--- config.mk ---
export PLATFORM = sky130hd
export DESIGN_NAME = load_use_stall_unit
export DESIGN_NICKNAME = d
export VERILOG_FILES = /design/src/rtl/load_use_stall_unit.sv
export SDC_FILE = /design/constraint.sdc
export NUM_CORES = 1
export LEC_CHECK = 0
export ABC_CLOCK_PERIOD_IN_PS = 2700
export CORE_ASPECT_RATIO = 0.75
export CORE_UTILIZATION = 43
export DETAILED_ROUTE_END_ITERATION = 10
export PLACE_DENSITY = 0.88
export SYNTH_ARGS = -nofsm -noshare
export SYNTH_HDL_FRONTEND = slang
export SYNTH_SLANG_ARGS = --single-unit
--- constraint.sdc ---
create_clock -name clk -period 2.7 [get_ports clk]
set_input_delay 0.54 -clock clk [delete_from_list [all_inputs] [get_ports clk]]
set_output_delay 0.54 -clock clk [all_outputs]
set_load 0.05 [all_outputs]
--- src/rtl/load_use_stall_unit.sv ---
// load_use_stall_unit: load-use hazard and memory-busy pipeline stall control
// with a saturating count of cycles in which the PC is held.
module load_use_stall_unit (
  input  logic        clk,
  input  logic        reset,
  input  logic [4:0]  rs1_address_id_stage,
  input  logic [4:0]  rs2_address_id_stage,
  input  logic        rs1_used_id_stage,
  input  logic        rs2_used_id_stage,
  input  logic [4:0]  destination_address_alu_stage,
  input  logic        mem_read_alu_stage,
  input  logic        data_memory_busy,
  input  logic        count_clear,
  output logic        pc_write_enable,
  output logic        if_id_write_enable,
  output logic        id_ex_write_enable,
  output logic        id_ex_bubble,
  output logic [1:0]  stall_state,
  output logic [15:0] stall_cycle_count
);
  typedef enum logic [1:0] {RUN = 2'b00, LOAD_STALL = 2'b01, MEM_WAIT = 2'b10} state_t;
  state_t      r_state, w_next;
  logic [15:0] r_count;
  logic        w_hit;
  assign w_hit = mem_read_alu_stage && (destination_address_alu_stage != 5'd0) &&
                 ((rs1_used_id_stage && rs1_address_id_stage == destination_address_alu_stage) ||
                  (rs2_used_id_stage && rs2_address_id_stage == destination_address_alu_stage));
  // Busy outranks the hazard; LOAD_STALL masks the hit so one load gets one bubble.
  always_comb begin
    pc_write_enable    = 1'b1;
    if_id_write_enable = 1'b1;
    id_ex_write_enable = 1'b1;
    id_ex_bubble       = 1'b0;
    w_next             = RUN;
    if (!reset) begin
      w_next = RUN;
    end else if (data_memory_busy) begin
      pc_write_enable    = 1'b0;
      if_id_write_enable = 1'b0;
      id_ex_write_enable = 1'b0;
      w_next             = MEM_WAIT;
    end else if (w_hit && r_state != LOAD_STALL) begin
      pc_write_enable    = 1'b0;
      if_id_write_enable = 1'b0;
      id_ex_bubble       = 1'b1;
      w_next             = LOAD_STALL;
    end
  end
  always_ff @(posedge clk or negedge reset)
    if (!reset) r_state <= RUN;
    else        r_state <= w_next;
  always_ff @(posedge clk or negedge reset)
    if (!reset)                                 r_count <= 16'd0;
    else if (count_clear)                       r_count <= 16'd0;
    else if (!pc_write_enable && r_count != 16'hFFFF) r_count <= r_count + 16'd1;
  assign stall_state       = r_state;
  assign stall_cycle_count = r_count;
endmodule

# [Yosys cells after proc, flatten, opt, wreduce, memory -nomap -nowiden]
# Cells that the tools add are included.
# W data, S select, Z words.
[word_totals] regBits=18 in_bits=22 output_inout_bits=22 wordCells=30
[op_classes] add_sub_neg=1 n_eq_ne=4 mux=13 n_reduce_logical=10
[ops] op="$mux W16" count=2
[ops] op="$add A16 B1 Y16 const B" count=1
[ops] op="$ne A16 B16 Y1 const B" count=1
[ops] op="$eq A5 B5 Y1" count=2
[ops] op="$mux W1" count=9
[ops] op="$logic_and A1 B1 Y1" count=6
[ops] op="$reduce_bool A5 Y1" count=1
[ops] op="$mux W2" count=2
[ops] op="$ne A2 B1 Y1 const B" count=1
[ops] op="$reduce_bool A2 Y1" count=1
[ops] op="$logic_not A1 Y1" count=1
[ops] op="$logic_or A1 B1 Y1" count=1

# [Depth between registers and ports, before layout]
# Gate-level depths: netlist (run 1).
[logic_depth] depth_word=12 depth_mapped=8 depth_no_buf=7

# [Least setup slack after synthesis (run 1)]
# OpenSTA, ideal clock, no wires.
[synth_timing] kind="input to output" startpoint="input port destination_address_alu_stage[1]" endpoint="output port pc_write_enable" t_arrival_ns=2.118 t_required_ns=2.160 slack_ns=0.042 cell_stages=5 n_path_buf=2 cell_sequence="or4_1 o2111a_1 a21oi_2 buf_2 buf_4"
[synth_between] elab_chain_cells=8 word_cells_on_any_way=12 cone_classes="eq/ne (2); mux (3); reduce/logical (7)"
[synth_lines] element="start, declared" line_no="10" text="input logic [4:0] destination_address_alu_stage,"
[synth_lines] element="$eq A5 B5 Y1, on equally long branches" line_no="26, 27"
[synth_lines] element="$logic_and A1 B1 Y1, on equally long branches" line_no="26, 27"
[synth_lines] element="$logic_or A1 B1 Y1" line_no="26" text="((rs1_used_id_stage && rs1_address_id_stage == destination_address_alu_stage) ||"
[synth_lines] element="$logic_and A1 B1 Y1 *" line_no="25" text="assign w_hit = mem_read_alu_stage && (destination_address_alu_stage != 5'd0) &&"
[synth_lines] element="$logic_and A1 B1 Y1 *" line_no="42" text="end else if (w_hit && r_state != LOAD_STALL) begin"
[synth_lines] element="$mux W1 * (3 in a row)"
[synth_lines] element="end, declared" line_no="14" text="output logic pc_write_enable,"
# Every way passes the cells marked *; elsewhere a longest branch is shown, timed or not.

# [Worst setup path in the final report (run 1)]
[layout_timing] startpoint="input port destination_address_alu_stage[3]" endpoint="output port pc_write_enable"
[layout_between] elab_chain_cells=8 word_cells_on_any_way=12 cone_classes="eq/ne (2); mux (3); reduce/logical (7)"
[layout_lines] element="$eq A5 B5 Y1, on equally long branches" line_no="26, 27"
[layout_lines] element="$logic_and A1 B1 Y1, on equally long branches" line_no="26, 27"
[layout_lines] element="$logic_or A1 B1 Y1" line_no="26"
[layout_lines] element="$logic_and A1 B1 Y1 *" line_no="25"
[layout_lines] element="$logic_and A1 B1 Y1 *" line_no="42"
[layout_lines] element="$mux W1 *" line_no="42"
[layout_lines] element="$mux W1 *" line_no="37" text="end else if (data_memory_busy) begin"
[layout_lines] element="$mux W1 *" line_no="35" text="if (!reset) begin"
# Marked as above.

==> results by group, run 1 <==
Outcome
  • Outcome: finished, final reports clean

Logic synthesis
  • Fraction of registers with async set/reset: 1.000
  • Netlist Area Pre-Place: 1140 sq um
  • Synth Register Bits: 18
  • Sequential share of the synthesized area: 0.3952
  • Post-synth top cells: 18 x dfrtp_1, 14 x a21oi_1, 10 x xnor2_1
  • Mapped Cells: around 120
  • Synth area leader: dfrtp_1
  • Post-Synth XOR/XNOR Area: 0.08452
  • Top cell type's share of synthesized area: 0.3952
  • Number of synthesized flops with an enable pin: 0
  • Simple-Gate Fraction of Synth Area: 0.2667
  • Most numerous cell in the Yosys netlist: dfrtp_1
  • Syn_nets: around 140
  • Top cells by area, synth: dfrtp_1 40%, xnor2_1 7.7%, a21oi_1 6.1%
  • Mux contribution to synthesized area: 0.008782
  • Synth Area in Adders: 0.01098
  • Largest family of logic cells by synthesized area: simple AND/OR/NAND/NOR gates
  • Synth Area per Inst: 9.420 sq um
  • Total number of yosys warnings: 0
  • Compound-gate portion of the synthesized area: 0.1899
  • Synth Flop Type: dfrtp_1
  • Yosys cell types: 32

Placement
  • Post-detail-place hpwl: 2.445 mm
  • Buffers on Ports: 43
  • GP Congestion: 0.7824

Global route
  • Antenna violations before repair: 0
  • GRT Util Overall: 0.2399
  • Largest net degree at the start of global routing: 18
  • Vias in the first global route: 1110
  • Global-route wire length before repair: 4.802 mm
  • Gr ovfl total: 0

Clock tree
  • CTS tree: done
  • CTS sink cnt: 18
  • CTS Buf Count: 3
  • Clk Latency, worst-skew pair: 0.30 ns
  • Htree depth: 1
  • Root Driver: clkbuf_4
  • Clock-pin slew on the worst setup and hold paths: 0.11 ns
  • Clk buf depth: 2

STA
  • Fin crit period: 2.571 ns
  • Final worst-path cycle share: 0.9521
  • Setup violators final: 0
  • Total Neg Setup Slack: 0 ns
  • Worst-Margin Slew: between 0.5 and 0.6 ns
  • Highest clock rate: 389.0 MHz
  • RSZ-0062 raised after global routing: no
  • Max Slew Vio Count: 0
  • Skew final: 0.007706 ns
  • Slew HR: 0.6055
  • Final hold vios: 0

Setup path
  • Max incr delay on CP: 0.53 ns
  • Critical R2R Launch: stall_cycle_count[0]
  • WS Path Type: in2out
  • Worst path depth: 5
  • Crit. Startpoint: destination_address_alu_stage[3]
  • Worst R2R Path Depth: 7
  • Slowest library cell on the worst path: or4_4
  • CP Max Fanout: 3
  • Crit end category: primary output
  • Arr. time, crit path: a little over 2 ns
  • Crit start category: input port
  • CP Cell Sequence: dlygate4sd2_1 -> or4_4 -> o2111a_2 -> a21oi_4 -> buf_12
  • CP bufs+invs: 2
  • Cell family with most CP delay: simple AND/OR/NAND/NOR gates
  • Critical Path RT: 2.16 ns

Final layout
  • P&R area growth vs syn: 51.59%
  • Final core occ: 0.7193
  • Ratio of cells with drive above 1 in the final layout: 0.1860
  • Nets: 196
  • N_diodes: 0

Pwr
  • VDD IR-drop max: 0.0002795 V
  • PwrDens: 334.9 nW/um^2
  • LEAKAGE: 0.0006464 uW

Detailed routing
  • DRT antenna net count: 0
  • Detailed-route wire length: 3.277 mm
  • WL/cell: 15.91 um
  • Drt initial violations: 29
  • Vias per cell: 5.801
  • DR vias: ~1200
  • DR pass1 iterations: 4
  • DRC: 0

Die
  • Die width: around 61 um
  • Die ar.: 2863 sq um
  • Die H: 46.59 um
  • Core ar.: 2402 sq um
  • Site Rows: 15
  • Ports: 44
  • Starting Density: 0.4745

Job
  • # Max-Cap Violations: 0

Min path
  • Hold Path Class: in2async
## metrics by stage
| stage | power, uW | area [sq um] | instances | setup WS [ns] | hold WS [ns] |
|---|---|---|---|---|---|
| finish | 578.7 | 1728 | 206 | 0.1292 | 0.4107 |
| global route | 599.8 | 1728 | 206 | 0.07531 | 0.4022 |
| CTS | 581.2 | 1728 | 206 | 0.1350 | 0.4070 |
| detailed placement | 410.8 | 1667 | 200 | -0.1711 | 0.5933 |
| global placement | 406.1 | 1667 | 200 | -0.1216 | 0.5783 |
| floorplan | 341.2 | 1140 | 121 | 0.04196 | 0.2444 |
## cells in the final DEF, fill, tap and decap left out, drive strengths merged
cell and n:
nand3 6, buf 13, a21oi 16, ha 1, o2111a 1, a311o 1, dfrtp 18, dlygate4sd2 4
xnor2 10, or4 8, o22ai 1, nand2 9, and3 1, clkbuf 4, or3 8, inv 3
mux2i 1, nor2 5, and4 4, or2b 1, clkdlybuf4s50 35, nor2b 1, xor2 1, o31ai 7
nand4 6, o21ai 7
## sequential cells by signal (all words and copies together), names as in the netlist
| signal | flops |
|---|---|
| stall_cycle_count | 16 |
| stall_state | 2 |
## layer usage
layer	GRT usage	up-vias	share of wire
met5	0	-	0
met4	0.08000	0	0.0070
met3	0.05337	4	0.093
met2	0.4804	58	0.53
met1	0.2461	569	0.37
li1	-	564	-
## area by class of cell
cell class              count  area [sq um]
fillers                   183         674.4
multi-input cells          95         654.4
repair buffers             52         533.0
flip-flops and latches     18         450.4
well taps                  34         42.54
clock buffers               4         36.28
inverters                   3         11.26
## kinds of logic (layout without fill, tap and decap cells)
logic type	after synthesis	after routing
simple gates	49	49
mux	1	1
compound gates	33	33
fa+ha+maj	1	1
xor+xnor	11	11
flops	18	18
buf+inv	8	59
## path summary, 6_finish.rpt
check / endpoint / slack (ns)
setup / recovery: pc_write_enable / 0.13
hold / removal: stall_state[1] / 0.41
setup reg to reg: stall_cycle_count[5] / 0.51
hold reg to reg: stall_cycle_count[14] / 0.61
max in group asynchronous: stall_cycle_count[14] / 1.84
min in group clk: stall_cycle_count[14] / 0.61
## timing repair
action                     4_1_cts  5_1_grt
buffers inserted                 2        0
setup endpoints to repair        3        0
hold buffers                     0        0
resized for setup                8        0
hold endpoints to repair         0        0
## power breakdown
part | internal (uW) | total [uW] | switching, uW
logic | 65.7 | 132 | 66.1
clock network | 82.2 | 171 | 89.0
registers | 272 | 276 | 3.31
total | 420 | 579 | 158
Note: power is estimated with default switching activity, not from simulation.
==> run 2: changes to the inputs <==
--- a/config.mk
+++ b/config.mk
@@ -9,6 +9,7 @@
 export CORE_ASPECT_RATIO = 0.75
 export CORE_UTILIZATION = 43
 export DETAILED_ROUTE_END_ITERATION = 10
+export GPL_ROUTABILITY_DRIVEN = 0
 export PLACE_DENSITY = 0.88
 export SYNTH_ARGS = -nofsm -noshare
 export SYNTH_HDL_FRONTEND = slang
==> results of run 2 <==
No change in the layout: final DEF, timing and power equal those of run 1.
==> patch (settings of run 2) <==
Register the output `stall_cycle_count` once more, cleared by the reset; this adds one clock of latency there. The other outputs are not delayed to match.
--- a/src/rtl/load_use_stall_unit.sv
+++ b/src/rtl/load_use_stall_unit.sv
@@ -54,6 +54,12 @@
     else if (count_clear)                       r_count <= 16'd0;
     else if (!pc_write_enable && r_count != 16'hFFFF) r_count <= r_count + 16'd1;
   assign stall_state       = r_state;
-  assign stall_cycle_count = r_count;
+  always_ff @(posedge clk or negedge reset) begin
+    if (!reset) begin
+      stall_cycle_count <= '0;
+    end else begin
+      stall_cycle_count <= r_count;
+    end
+  end
 endmodule
 
Function: changed (Yosys sat finds a counterexample within 4 cycles, from zero or initial values and one cycle with reset low).
==> patch against run 2 <==
The run now ends with design-rule violations left. Sequential cell count up 16. Highest routed layer unchanged. Final area rose by 29%. Power increased by 82%. Critical path type unchanged. Register-to-register slack got worse by 0.10 ns. Maximum frequency is 2.3% lower. Wire length increased by 13%. Critical endpoint unchanged. Setup slack worse by 0.060 ns. Area after synthesis grew 36%.
==> patch: results (changes against run 2) <==
Placed design
The post-placement cell area is 0.00212 mm2 (+27%). The number of placed instances, taps included was 232 (+16%). The post-DP HPWL is 2.72 mm (+11%).

Critical path
The kind of cell with the highest combined delay along the critical path is compound AO/OA/AOI/OAI gates. The arrival time at the worst endpoint is 2.09 ns (+0.06 ns). The worst setup path startpoint is destination_address_alu_stage[1]. In this run the critical register-to-register path is launched from r_count[2].

Detailed routing
The wire length reported by the detailed router is 3.71 mm (+13%). The DRC violations left is 5 (+5). The routed length per placed instance is 15.4 um (-3.1%). The routed length on met2 is 1.71 mm (-0.70%).

CTS
The total clock buffers created by CTS is 5 (+2). The post-cts repair resize count was 7 (-1). The tree is rooted in a sky130_fd_sc_hd__clkbuf_8.

Worst hold path
The type of the worst min-delay path is flop to flop.

Power
The power dissipated by switching net loads came to 0.264 mW (+66%).

Timing
The final setup slack of the worst path was 0.0692 ns (-0.0600 ns).

Synthesis
The commonest cells after synthesis are 34 x sky130_fd_sc_hd__dfrtp_1, 13 x sky130_fd_sc_hd__nand2_1, 12 x sky130_fd_sc_hd__nor2_1. The net count after synthesis was 169 (+17%). After synthesis, the cell types taking the most area are sky130_fd_sc_hd__dfrtp_1 55%, sky130_fd_sc_hd__xnor2_1 5.6%, sky130_fd_sc_hd__a21oi_1 3.5%, sky130_fd_sc_hd__nand2_1 3.1%, sky130_fd_sc_hd__nor2_1 2.9%.

Outcome
The final reports fail on design-rule violations. The run finished, with violations left.

Final layout
The net total in the final layout was 223 (+14%).

GRT
The first-pass GRT wire length is 5.61 mm (+17%). The largest net degree at the start of global routing is 30 (+12).
==> patch: cell types whose count changed in the layout (fill, tap and decap cells not counted), sizes merged, moves of 4 or more <==
cell,before,now
or4,8,4
nor2,5,12
and4,4,0
o31ai,7,3
nand2,9,13
a31oi,0,4
a21oi,16,12
dfrtp,18,34
==> patch: metrics by stage <==
stage	utilization, %	hold slack [ns]
after floorplan	-	0.244
after global placement	62.9	0.408
after detailed placement	62.9	0.417
after CTS	65.9	0.439
after global routing	66.1	0.463
final	66.1	0.437
==> patch: final timing paths <==
| check | depth (start not counted) | endpoint |
|---|---|---|
| hold / removal | 0 | stall_cycle_count[9] |
| min in group asynchronous | 2 | stall_state[0] |
| max in group asynchronous | 2 | stall_cycle_count[9] |
| setup reg to reg | 7 | r_count[1] |
| setup / recovery | 5 | pc_write_enable |
| hold reg to reg | 0 | stall_cycle_count[9] |
==> patch: power by group through the flow <==
stage	Clock [mW]	Combinational [mW]	Sequential, mW
after floorplan	0	0.0523	0.538
after global placement	0	0.138	0.528
after detailed placement	0	0.141	0.529
after CTS	0.404	0.142	0.519
after global routing	0.423	0.149	0.519
final	0.391	0.141	0.519
==> patch: layout make-up <==
class                      count  area (um2)  share of cell area [%]
sequential                    34         851                    38.1
multi-input combinational    104         683                    30.6
timing repair buffer          51         538                    24.1
clock buffer                   6        82.6                    3.70
tap                           40        50.0                    2.24
inverter                       4        15.0                   0.673
clock inverter                 2        12.5                   0.561
==> patch: kinds of logic (layout without fill, tap and decap cells) <==
logic type	Yosys count	after routing	synth area share, %
multiplexers	3	3	2.34
buffers and inverters	8	63	2.66
AND/OR/NAND/NOR	57	57	19.5
XOR/XNOR	12	12	6.77
AO/OA/AOI/OAI	31	31	13.1
adder cells (fa/ha/maj)	1	1	0.806
flip-flops	34	34	54.8
